==> src/rtl/cesa_pkg.sv <==
// Shared types and window carry helpers for the carry-estimating speculative adder.
package cesa_pkg;

  typedef enum logic [1:0] {
    IDLE,
    EVAL,
    FIX,
    DONE
  } cesa_state_e;

  // Widest estimation window the helpers accept; callers zero-pad narrower windows.
  localparam int unsigned MAX_LB = 16;

  // Carry-out of the low n bit pairs with carry-in 0 (group generate).
  function automatic logic win_g(input logic [MAX_LB-1:0] a,
                                 input logic [MAX_LB-1:0] b,
                                 input int unsigned n);
    logic g;
    g = 1'b0;
    for (int unsigned i = 0; i < MAX_LB; i++) begin
      if (i < n) begin
        g = (a[i] & b[i]) | ((a[i] ^ b[i]) & g);
      end
    end
    return g;
  endfunction

  // True when every one of the low n bit pairs propagates (group propagate).
  function automatic logic win_p(input logic [MAX_LB-1:0] a,
                                 input logic [MAX_LB-1:0] b,
                                 input int unsigned n);
    logic p;
    p = 1'b1;
    for (int unsigned i = 0; i < MAX_LB; i++) begin
      if (i < n) begin
        p = p & (a[i] ^ b[i]);
      end
    end
    return p;
  endfunction

endpackage

==> src/rtl/cesa_slice.sv <==
// One BLOCK-bit ripple slice; also estimates the carry it hands to the slice above
// from its own top two LOOKBACK-pair windows.
module cesa_slice
  import cesa_pkg::*;
#(
  parameter int unsigned BLOCK    = 8,
  parameter int unsigned LOOKBACK = 2
) (
  input  logic [BLOCK-1:0] a_i,
  input  logic [BLOCK-1:0] b_i,
  input  logic             cin_i,
  output logic [BLOCK-1:0] sum_o,
  output logic             cout_o,
  output logic             est_o
);

  logic [MAX_LB-1:0] w1_a, w1_b, w0_a, w0_b;

  always_comb begin
    logic c;
    c     = cin_i;
    sum_o = '0;
    for (int unsigned i = 0; i < BLOCK; i++) begin
      sum_o[i] = a_i[i] ^ b_i[i] ^ c;
      c        = (a_i[i] & b_i[i]) | ((a_i[i] ^ b_i[i]) & c);
    end
    cout_o = c;
  end

  always_comb begin
    w1_a = '0;
    w1_b = '0;
    w0_a = '0;
    w0_b = '0;
    w1_a[LOOKBACK-1:0] = a_i[BLOCK-1 -: LOOKBACK];
    w1_b[LOOKBACK-1:0] = b_i[BLOCK-1 -: LOOKBACK];
    w0_a[LOOKBACK-1:0] = a_i[BLOCK-LOOKBACK-1 -: LOOKBACK];
    w0_b[LOOKBACK-1:0] = b_i[BLOCK-LOOKBACK-1 -: LOOKBACK];
    // A fully propagating top window passes through whatever the window below produces.
    if (win_p(w1_a, w1_b, LOOKBACK)) begin
      est_o = win_g(w0_a, w0_b, LOOKBACK);
    end else begin
      est_o = win_g(w1_a, w1_b, LOOKBACK);
    end
  end

endmodule

==> src/rtl/cesa_adder_seq.sv <==
// Carry-estimating speculative adder with valid/ready handshake, misprediction flag
// and optional block-serial exact repair.
module cesa_adder_seq
  import cesa_pkg::*;
#(
  parameter int unsigned WIDTH    = 16,
  parameter int unsigned BLOCK    = 8,
  parameter int unsigned LOOKBACK = 2
) (
  input  logic             clk_i,
  input  logic             rst_ni,
  input  logic             in_valid_i,
  output logic             in_ready_o,
  input  logic [WIDTH-1:0] a_i,
  input  logic [WIDTH-1:0] b_i,
  input  logic             cin_i,
  input  logic             exact_i,
  output logic             out_valid_o,
  input  logic             out_ready_i,
  output logic [WIDTH-1:0] sum_o,
  output logic             cout_o,
  output logic             spec_err_o
);

  localparam int unsigned NBLK = WIDTH / BLOCK;
  localparam int unsigned IDXW = $clog2(NBLK);

  cesa_state_e      state_q, state_d;
  logic             phase_q, phase_d;
  logic [IDXW-1:0]  idx_q, idx_d;
  logic             carry_q, carry_d;
  logic [WIDTH-1:0] a_q, a_d, b_q, b_d;
  logic             cin_q, cin_d;
  logic             exact_q, exact_d;
  logic [WIDTH-1:0] sum_q, sum_d;
  logic             cout_q, cout_d;
  logic             err_q, err_d;

  logic [NBLK-1:0]  blk_cin, blk_cout, blk_est;
  logic [BLOCK-1:0] blk_sum [NBLK];
  logic [WIDTH-1:0] spec_sum;
  logic             spec_err;
  logic             unused_top_est;

  for (genvar k = 0; k < NBLK; k++) begin : g_slice
    cesa_slice #(
      .BLOCK    (BLOCK),
      .LOOKBACK (LOOKBACK)
    ) u_slice (
      .a_i    (a_q[k*BLOCK +: BLOCK]),
      .b_i    (b_q[k*BLOCK +: BLOCK]),
      .cin_i  (blk_cin[k]),
      .sum_o  (blk_sum[k]),
      .cout_o (blk_cout[k]),
      .est_o  (blk_est[k])
    );
  end

  assign unused_top_est = blk_est[NBLK-1];

  // During FIX the slice under repair takes the exact carry from the register
  // instead of its estimate; the other slices keep speculating harmlessly.
  always_comb begin
    blk_cin = {blk_est[NBLK-2:0], cin_q};
    for (int unsigned k = 1; k < NBLK; k++) begin
      if (state_q == FIX && idx_q == IDXW'(k)) begin
        blk_cin[k] = carry_q;
      end
    end
  end

  always_comb begin
    spec_sum = '0;
    for (int unsigned k = 0; k < NBLK; k++) begin
      spec_sum[k*BLOCK +: BLOCK] = blk_sum[k];
    end
    spec_err = |(blk_est[NBLK-2:0] ^ blk_cout[NBLK-2:0]);
  end

  always_comb begin
    state_d = state_q;
    phase_d = phase_q;
    idx_d   = idx_q;
    carry_d = carry_q;
    a_d     = a_q;
    b_d     = b_q;
    cin_d   = cin_q;
    exact_d = exact_q;
    sum_d   = sum_q;
    cout_d  = cout_q;
    err_d   = err_q;

    case (state_q)
      IDLE: begin
        if (in_valid_i) begin
          a_d     = a_i;
          b_d     = b_i;
          cin_d   = cin_i;
          exact_d = exact_i;
          phase_d = 1'b0;
          state_d = EVAL;
        end
      end
      // Two cycles: capture the speculative pass, then decide on the registered flag.
      EVAL: begin
        if (!phase_q) begin
          sum_d   = spec_sum;
          cout_d  = blk_cout[NBLK-1];
          err_d   = spec_err;
          carry_d = blk_cout[0];
          phase_d = 1'b1;
        end else if (err_q && exact_q) begin
          idx_d   = IDXW'(1);
          state_d = FIX;
        end else begin
          state_d = DONE;
        end
      end
      FIX: begin
        for (int unsigned k = 1; k < NBLK; k++) begin
          if (idx_q == IDXW'(k)) begin
            sum_d[k*BLOCK +: BLOCK] = blk_sum[k];
            carry_d                 = blk_cout[k];
          end
        end
        if (idx_q == IDXW'(NBLK-1)) begin
          cout_d  = blk_cout[NBLK-1];
          state_d = DONE;
        end else begin
          idx_d = idx_q + 1'b1;
        end
      end
      DONE: begin
        if (out_ready_i) begin
          state_d = IDLE;
        end
      end
      default: state_d = IDLE;
    endcase
  end

  always_ff @(posedge clk_i or negedge rst_ni) begin
    if (!rst_ni) begin
      state_q <= IDLE;
      phase_q <= 1'b0;
      idx_q   <= '0;
      carry_q <= 1'b0;
      a_q     <= '0;
      b_q     <= '0;
      cin_q   <= 1'b0;
      exact_q <= 1'b0;
      sum_q   <= '0;
      cout_q  <= 1'b0;
      err_q   <= 1'b0;
    end else begin
      state_q <= state_d;
      phase_q <= phase_d;
      idx_q   <= idx_d;
      carry_q <= carry_d;
      a_q     <= a_d;
      b_q     <= b_d;
      cin_q   <= cin_d;
      exact_q <= exact_d;
      sum_q   <= sum_d;
      cout_q  <= cout_d;
      err_q   <= err_d;
    end
  end

  assign in_ready_o  = (state_q == IDLE);
  assign out_valid_o = (state_q == DONE);
  assign sum_o       = sum_q;
  assign cout_o      = cout_q;
  assign spec_err_o  = err_q;

endmodule
==> config.mk <==
export PLATFORM = sky130hd
export DESIGN_NAME = cesa_adder_seq
export DESIGN_NICKNAME = d
export VERILOG_FILES = /design/src/rtl/cesa_pkg.sv /design/src/rtl/cesa_slice.sv /design/src/rtl/cesa_adder_seq.sv
export SDC_FILE = /design/constraint.sdc
export NUM_CORES = 1
export LEC_CHECK = 0
export BUFFER_PORTS_ARGS = -buffer_cell sky130_fd_sc_hd__buf_2
export CELL_PAD_IN_SITES_DETAIL_PLACEMENT = 0
export CELL_PAD_IN_SITES_GLOBAL_PLACEMENT = 1
export CORE_MARGIN = 2
export CORE_UTILIZATION = 50
export CTS_BUF_LIST = sky130_fd_sc_hd__clkbuf_8
export DETAILED_ROUTE_END_ITERATION = 16
export GPL_TIMING_DRIVEN = 0
export MAX_ROUTING_LAYER = met4
export PLACE_DENSITY = 0.87
export SKIP_CTS_REPAIR_TIMING = 1
export SLEW_MARGIN = 20
export SYNTH_ARGS = -nofsm -noshare
export SYNTH_HDL_FRONTEND = slang
export SYNTH_HIERARCHICAL = 1
export SYNTH_SLANG_ARGS = --single-unit
==> constraint.sdc <==
create_clock -name clk_i -period 7.2 [get_ports clk_i]
set_input_delay 0.36 -clock clk_i [delete_from_list [all_inputs] [get_ports clk_i]]
set_output_delay 0.36 -clock clk_i [all_outputs]
set_load 0.02 [all_outputs]
==> results.cfg, run 1 <==
[run_status]
status = finished, final reports clean

[clock_tree]
clockBufferDepth = 2
cts-root-buf = clkbuf_8
clock_latency_ns = 0.33
cts_tree = built
cts_buffers = 9
clock-sinks = 57
cts.reportedPaths.clkPinSlew_ns = 0.06
htree_levels = 3

[global_routing]
gr-total-overflow = 0
antenna_found_initial = 0
grt_max_degree = 58
grt_pass1_vias = 1752
grt.total_usage_pct = 17.5
grt_pass1_wl_um = 8200

[pwr]
total_power_mw = 1.75
ir_drop_v = 0.000228
leakagePower_nw = 1.87
powerDensity_mw_per_mm2 = 496

[place]
post-place-ws_ns = 2.55
numPortBuffers = 57
gp_congestion = 0.757
dp_hpwl_um = 3720
dp.cells = 347

[final_layout]
finalNonFillerCells = 363
layout_commonest_cell = buf_2
utilization_pct = 60.8
fillerInstances = 497
final_nets = 347
most-common-layout-cells = buf_2, dfrtp_1, mux2_4
diodes = 0
area_growth_syn_to_layout_pct = 19.5
multi_input_area_mm2 = 0.00139
ff_latch_area_mm2 = 0.00143
drive_above_1_share_pct = 44.8

[sta]
fin_tns_setup_ns = 0
fin_skew_ns = 0.00711
period_share_pct = 64.3
hold_viol = 0
fmax_mhz = 216
slew_violations = 0
fin_ws_ns = 2.57
tightest_slew_ns = 0.708
rsz0062_at_grt = false
setup_violations = 0
fin_crit_ns = 4.63
slew_headroom_pct = 52.8

[setup_path]
crit_type = flop to flop
crit_arrival_ns = 4.91
r2r_cells = 18
end_kind = flop
r2r_slack_ns = 2.57
r2r-start = a_q[6]
cp.required_ns = 7.47
crit_fanout = 3
start_kind = flop
r2r_end = sum_o[15]

[run]
drv_cap = 0

[min_path]
min_path_type = input pin to asynchronous set/reset pin

[synthesis]
synthCells = 215
yosysWarnings = 6
netlist_area_mm2 = 0.00296
synth.avg_cell_area_um2 = 13.8
syn_nets = 279

[die]
initial_utilization_pct = 50.8
die-area_mm2 = 0.00654
ios = 58
die_w_um = 80.9
rows = 28
core_mm2 = 0.00582
die_h_um = 80.9

[routing]
drc = 0
via_per_inst = 4.74
via_count = 1722
drt-total-wl_um = 4970
drtIter0Drc = 73
dr.pass1.iters = 4
wire_per_inst_um = 13.7
final_antenna_net_count = 0
-- final cells by class --
class / count / share of cell area (%)
Tap cell: 75 / 2.66
Multi-Input combinational cell: 128 / 39.3
Buffer: 7 / 1.56
Clock inverter: 6 / 1.63
Inverter: 23 / 2.44
Sequential cell: 57 / 40.4
Clock buffer: 10 / 3.90
Timing Repair Buffer: 57 / 8.14
-- power breakdown --
group / total, mW / leakage [nW] / switching [mW] / internal, mW
clock network: 0.292 / 0.102 / 0.125 / 0.166
registers: 0.595 / 0.683 / 0.119 / 0.476
logic: 0.864 / 1.08 / 0.418 / 0.446
total: 1.75 / 1.87 / 0.663 / 1.09
-- worst max-delay path, stage by stage (launching register included) --
cell	delay [ns]
dfrtp_1	0.42
ha_1	0.32
o21ai_0	0.17
a32oi_1	0.11
mux2_2	0.29
inv_1	0.07
fa_1	0.16
inv_1	0.05
fa_1	0.37
fa_1	0.38
fa_1	0.39
fa_1	0.43
fa_1	0.39
fa_1	0.36
inv_1	0.07
fa_1	0.40
inv_1	0.06
nand3_1	0.06
nand2_1	0.07
-- through the flow --
| step | hold WS [ns] | cell area (µm²) |
|---|---|---|
| after floorplan | 0.0644 | 2960 |
| after global placement | 0.448 | 3340 |
| after detailed placement | 0.450 | 3340 |
| after CTS | 0.0960 | 3530 |
| after global routing | 0.140 | 3530 |
| final | 0.0741 | 3530 |
-- worst max path at each step --
stage	from	to	cells past startpoint
CTS	a_q[6]	sum_o[15]	18
detailed placement	a_q[6]	sum_o[15]	18
finish	a_q[6]	sum_o[15]	18
floorplan	a_q[6]	sum_o[15]	18
global placement	a_q[6]	sum_o[15]	18
global route	a_q[6]	sum_o[15]	18
-- state kept, by name, summed over array words and instances (netlist names) --
signal      cells
phase_q         1
idx_q           1
exact_q         1
b_q            16
cin_q           1
state_q         2
sum_o          16
cout_o          1
carry_q         1
spec_err_o      1
a_q            16
-- metal layers --
layer  share of wire [%]  track usage [%]  vias up  wire length, µm
met1                  47             23.5      838             2330
met4                 1.3             8.64        0               64
li1                    -                -      843                -
met2                  48             25.5       34             2380
met5                   0                -        -                0
met3                 4.0             3.78        7              199
Power figures use the tool's default switching activity.
==> run 2, diff against run 1 <==
--- a/config.mk
+++ b/config.mk
@@ -5,16 +5,17 @@
 export SDC_FILE = /design/constraint.sdc
 export NUM_CORES = 1
 export LEC_CHECK = 0
+export ABC_AREA = 1
 export BUFFER_PORTS_ARGS = -buffer_cell sky130_fd_sc_hd__buf_2
 export CELL_PAD_IN_SITES_DETAIL_PLACEMENT = 0
 export CELL_PAD_IN_SITES_GLOBAL_PLACEMENT = 1
 export CORE_MARGIN = 2
-export CORE_UTILIZATION = 50
+export CORE_UTILIZATION = 39
 export CTS_BUF_LIST = sky130_fd_sc_hd__clkbuf_8
 export DETAILED_ROUTE_END_ITERATION = 16
 export GPL_TIMING_DRIVEN = 0
 export MAX_ROUTING_LAYER = met4
-export PLACE_DENSITY = 0.87
+export PLACE_DENSITY = 0.78
 export SKIP_CTS_REPAIR_TIMING = 1
 export SLEW_MARGIN = 20
 export SYNTH_ARGS = -nofsm -noshare
==> constraint.sdc (replaced) <==
create_clock -name clk_i -period 3.9 [get_ports clk_i]
set_input_delay 0.195 -clock clk_i [delete_from_list [all_inputs] [get_ports clk_i]]
set_output_delay 0.195 -clock clk_i [all_outputs]
set_load 0.02 [all_outputs]
==> run 2 against run 1 <==
Effect of this change: the flow now finishes with violations (setup timing); clock-buffer cell count unchanged; sequential power is 78% higher; critical endpoint unchanged; clock skew grew 0.0024 ns; first-iteration DRC count up 64%; non-clock buffer count up 12; cell area grew 4.6%; critical path type unchanged; global-route usage is 0.55 points lower; critical path depth up 5; power rose by 84%; sequential cell count is the same.
==> results.cfg, run 2 <==
[die]
initial_utilization_pct = 40.6
rows = 31
core_mm2 = 0.00729
die_w_um = 91.2
ios = 58
die-area_mm2 = 0.00831
die_h_um = 91.2

[setup_path]
crit_fanout = 3
cpMaxStageDelayCell = dfrtp_1
r2r_cells = 23
cp.required_ns = 4.16
crit_chain = ha_4, nand2_1, nand2_1, nand2_1, nand2_2, a21oi_2, a31oi_1, inv_1, fa_2, inv_2, fa_2, fa_2, fa_2, fa_2, fa_2, fa_2, inv_2, fa_2, inv_2, inv_2, nor2_2, nand3_1, nand2_1
path_common_cell = fa_2
start_kind = flop
cpPeakStageDelay_ns = 0.42
end_kind = flop
crit_type = flop to flop
crit_arrival_ns = 4.62

[global_routing]
antenna_found_initial = 0
grt.total_usage_pct = 17.0
grt_pass1_wl_um = 10800
gr-total-overflow = 0
grt_pass1_vias = 2305
grt_max_degree = 58

[final_layout]
fin_area_mm2 = 0.00370
area_growth_syn_to_layout_pct = 24.8
drive_above_1_share_pct = 28.4
final_nets = 481
utilization_pct = 50.7
fillerInstances = 742
finalNonFillerCells = 521
most-common-layout-cells = nand2_1, buf_2, dfrtp_1
layout_commonest_cell = nand2_1
diodes = 0

[synthesis]
netlist_area_mm2 = 0.00296
syn_nets = 405
synthCells = 341
yosysWarnings = 6
synth.avg_cell_area_um2 = 8.69

[sta]
fin_ws_ns = -0.456
hold_viol = 0
tightest_slew_ns = 0.724
slew_headroom_pct = 51.8
period_share_pct = 112
fin_skew_ns = 0.00952
fmax_mhz = 230
fin_tns_setup_ns = -0.871
holdWs_ns = 0.0512
fin_crit_ns = 4.36
setup_violations = 4
slew_violations = 0
rsz0062_at_grt = true

[routing]
wire_per_inst_um = 12.1
drtIter0Drc = 120
via_count = 2276
drt-total-wl_um = 6290
drc = 0
final_antenna_net_count = 0
dr.pass1.iters = 4
via_per_inst = 4.37

[clock_tree]
cts_tree = built
clockBufferDepth = 2
clock_latency_ns = 0.33
clock-sinks = 57
htree_levels = 3
cts_buffers = 9
cts-root-buf = clkbuf_8
cts.reportedPaths.clkPinSlew_ns = 0.07

[place]
dp.cells = 497
placed_area_mm2 = 0.00339
dp_hpwl_um = 4440
gp_congestion = 0.791
post-place-ws_ns = -0.511
numPortBuffers = 57

[pwr]
total_power_mw = 3.23
leakagePower_nw = 2.10
ir_drop_v = 0.000280
powerDensity_mw_per_mm2 = 873

[run]
drv_cap = 0

[run_status]
violations = setup timing
status = finished with violations

[min_path]
hold_depth = 3
min_path_type = input pin to flop
run 2: cell type report:
| cell class | instances | area [µm²] | area share (%) |
|---|---|---|---|
| plain buffers | 11 | 91.3 | 2.47 |
| well taps | 99 | 124 | 3.35 |
| multi-input cells | 232 | 1360 | 36.8 |
| repair buffers | 65 | 350 | 9.48 |
| clock buffers | 10 | 138 | 3.72 |
| clock inverters | 6 | 51.3 | 1.39 |
| inverters | 41 | 156 | 4.23 |
| flip-flops and latches | 57 | 1430 | 38.6 |
run 2: final timing paths:
| path | start | endpoint | slack [ns] |
|---|---|---|---|
| setup reg to reg | b_q[7] | sum_o[15] | -0.46 |
| hold reg to reg | sum_o[3] | sum_o[3] | 0.46 |
| hold / removal | b_i[0] | b_q[0] | 0.05 |
| max in group asynchronous | rst_ni | sum_o[13] | 2.92 |
| min in group asynchronous | rst_ni | b_q[3] | 0.48 |
| setup / recovery | b_q[7] | sum_o[15] | -0.46 |
run 2: per-layer routing:
metal | vias to the layer above | global-route usage (%) | routed length (µm)
met4 | 0 | 5.68 | 71
met5 | - | - | 0
met2 | 38 | 26.4 | 3080
met3 | 6 | 4.15 | 224
li1 | 1172 | - | -
met1 | 1060 | 22.0 | 2920
run 2: worst max-delay path, delay by kind of cell (launching register included):
| kind | cells | cell delay, ns |
|---|---|---|
| compound gates | 2 | 0.16 |
| fa+ha+maj | 9 | 2.94 |
| flops | 1 | 0.42 |
| simple gates | 7 | 0.49 |
| buf+inv | 5 | 0.29 |
run 2: report_power, final:
group / internal (mW) / total (mW) / switching, mW / leakage [nW]
Sequential: 0.856 / 1.06 / 0.203 / 0.713
Combinational: 0.682 / 1.64 / 0.955 / 1.28
Clock: 0.303 / 0.532 / 0.229 / 0.110
==> run 3, diff against run 2 <==
--- a/config.mk
+++ b/config.mk
@@ -9,13 +9,12 @@
 export BUFFER_PORTS_ARGS = -buffer_cell sky130_fd_sc_hd__buf_2
 export CELL_PAD_IN_SITES_DETAIL_PLACEMENT = 0
 export CELL_PAD_IN_SITES_GLOBAL_PLACEMENT = 1
-export CORE_MARGIN = 2
 export CORE_UTILIZATION = 39
 export CTS_BUF_LIST = sky130_fd_sc_hd__clkbuf_8
 export DETAILED_ROUTE_END_ITERATION = 16
 export GPL_TIMING_DRIVEN = 0
 export MAX_ROUTING_LAYER = met4
-export PLACE_DENSITY = 0.78
+export PLACE_DENSITY_LB_ADDON = 0.05
 export SKIP_CTS_REPAIR_TIMING = 1
 export SLEW_MARGIN = 20
 export SYNTH_ARGS = -nofsm -noshare
==> run 3 against run 2 <==
Effect of this change: the flow still finishes with violations (setup timing); sequential share of layout area grew 0.57 points; clock skew is 0.0036 ns lower; clock power is 4.1% lower; first-iteration DRC count is 48% lower; worst setup slack got worse by 0.023 ns; combinational power fell by 4%; sequential power about the same; global-route usage grew 0.76 points.
==> results.cfg, run 3 (same netlist as run 2, synthesis figures left out) <==
[run_status]
status = finished with violations
violations = setup timing

[pwr]
internal_power_mw = 1.79
seqPwrFrac_pct = 33.7
p_sw_share_pct = 43.3
power_switching_mw = 1.36
leakagePower_nw = 2.07
p_clk_share_pct = 16.2
ir_drop_v = 0.000315
comb_power_share_pct = 50.1
powerDensity_mw_per_mm2 = 864
total_power_mw = 3.15

[die]
die_w_um = 89.2
die_h_um = 89.2
rows = 31
initial_utilization_pct = 40.6
core_mm2 = 0.00729
die-area_mm2 = 0.00795
ios = 58

[clock_tree]
cts.reportedPaths.clkPinSlew_ns = 0.07
cts_tree = built
clock_latency_ns = 0.33
clock-sinks = 57
cts_buffers = 9
cts-root-buf = clkbuf_8
htree_levels = 3
clockBufferDepth = 2

[setup_path]
crit_chain = ha_1, nand2_1, nand2_2, nand2_2, nand2_2, a21oi_2, a31oi_1, inv_1, fa_2, inv_2, fa_2, fa_2, fa_2, fa_2, fa_2, fa_2, inv_2, fa_2, inv_2, inv_2, nor2_1, nand3_1, nand2_1
worst-path-buf-inv = 5
cpPeakStageDelay_ns = 0.42
crit_fanout = 3
crit_arrival_ns = 4.66
start_kind = flop
cpMaxStageDelayCell = fa_2
path_common_cell = fa_2
crit_type = flop to flop
cpLargestDelayFamily = adder cells
end_kind = flop
cp.required_ns = 4.18

[place]
dp.cells = 497
numPortBuffers = 57
gp_congestion = 0.764
dp_hpwl_um = 4350

[run]
drv_cap = 0

[final_layout]
fillerInstances = 784
layout_commonest_cell = nand2_1
area_growth_syn_to_layout_pct = 23.0
drive_above_1_share_pct = 27.3
utilization_pct = 50.0
diodes = 0
finalNonFillerCells = 517
most-common-layout-cells = nand2_1, buf_2, dfrtp_1
final_nets = 478

[sta]
hold_viol = 0
slew_violations = 0
fin_tns_setup_ns = -0.960
holdWs_ns = 0.0502
period_share_pct = 112
tightest_slew_ns = 0.726
fin_skew_ns = 0.00596
slew_headroom_pct = 51.6
fmax_mhz = 228
fin_crit_ns = 4.38
fin_ws_ns = -0.478
rsz0062_at_grt = true
setup_violations = 4

[global_routing]
grt_max_degree = 58
grt_pass1_vias = 2071
grt.total_usage_pct = 17.8
grt_pass1_wl_um = 9950
gr-total-overflow = 0
antenna_found_initial = 0

[routing]
drc = 0
dr.pass1.iters = 4
via_count = 2240
via_per_inst = 4.33
final_antenna_net_count = 0
drtIter0Drc = 63
drt-total-wl_um = 6110
wire_per_inst_um = 11.8

[min_path]
min_path_type = input pin to flop
run 3: metrics by stage:
step | setup WS (ns) | area [µm²]
4_1_cts | -0.527 | 3570
2_1_floorplan | -0.259 | 2980
3_3_place_gp | -0.488 | 3390
6_report | -0.478 | 3640
5_1_grt | -0.692 | 3640
3_5_place_dp | -0.509 | 3390
run 3: per-layer routing:
metal	wire length [µm]	track usage, %	share of wire (%)	vias to the layer above
li1	-	-	-	1165
met1	3040	23.7	50	1023
met2	2760	26.2	45	40
met3	197	3.32	3.2	12
met4	114	8.23	1.9	0
met5	0	-	0	-
run 3: power by group through the flow:
stage                     sequential, mW  clock (mW)  combinational (mW)
after floorplan                     1.12           0                1.05
after global placement              1.07           0                1.49
after detailed placement            1.07           0                1.52
after CTS                           1.06       0.525                1.53
after global routing                1.10       0.551                1.87
final                               1.06       0.510                1.58
run 3: worst paths after layout:
check,depth (start not counted),to,slack [ns],start
max in group asynchronous,2,b_q[6],2.96,rst_ni
min in group asynchronous,2,state_q[0],0.45,rst_ni
min reg2reg,2,sum_o[10],0.46,sum_o[10]
max reg2reg,23,sum_o[15],-0.48,a_q[5]
max,23,sum_o[15],-0.48,a_q[5]
min,3,a_q[1],0.05,a_i[1]
run 3: area by class of cell:
class,count,area (µm²),area share [%]
clock buffers,12,165,4.53
plain buffers,11,91.3,2.51
multi-input cells,232,1340,36.7
flip-flops and latches,57,1430,39.1
repair buffers,62,328,9.00
inverters,41,156,4.29
well taps,99,124,3.40
clock inverters,3,15.0,0.412
run 3: worst min-delay path: cells and delay by family:
family | cells | cell delay [ns]
AND/OR/NAND/NOR | 2 | 0.08
buffers and inverters | 1 | 0.07
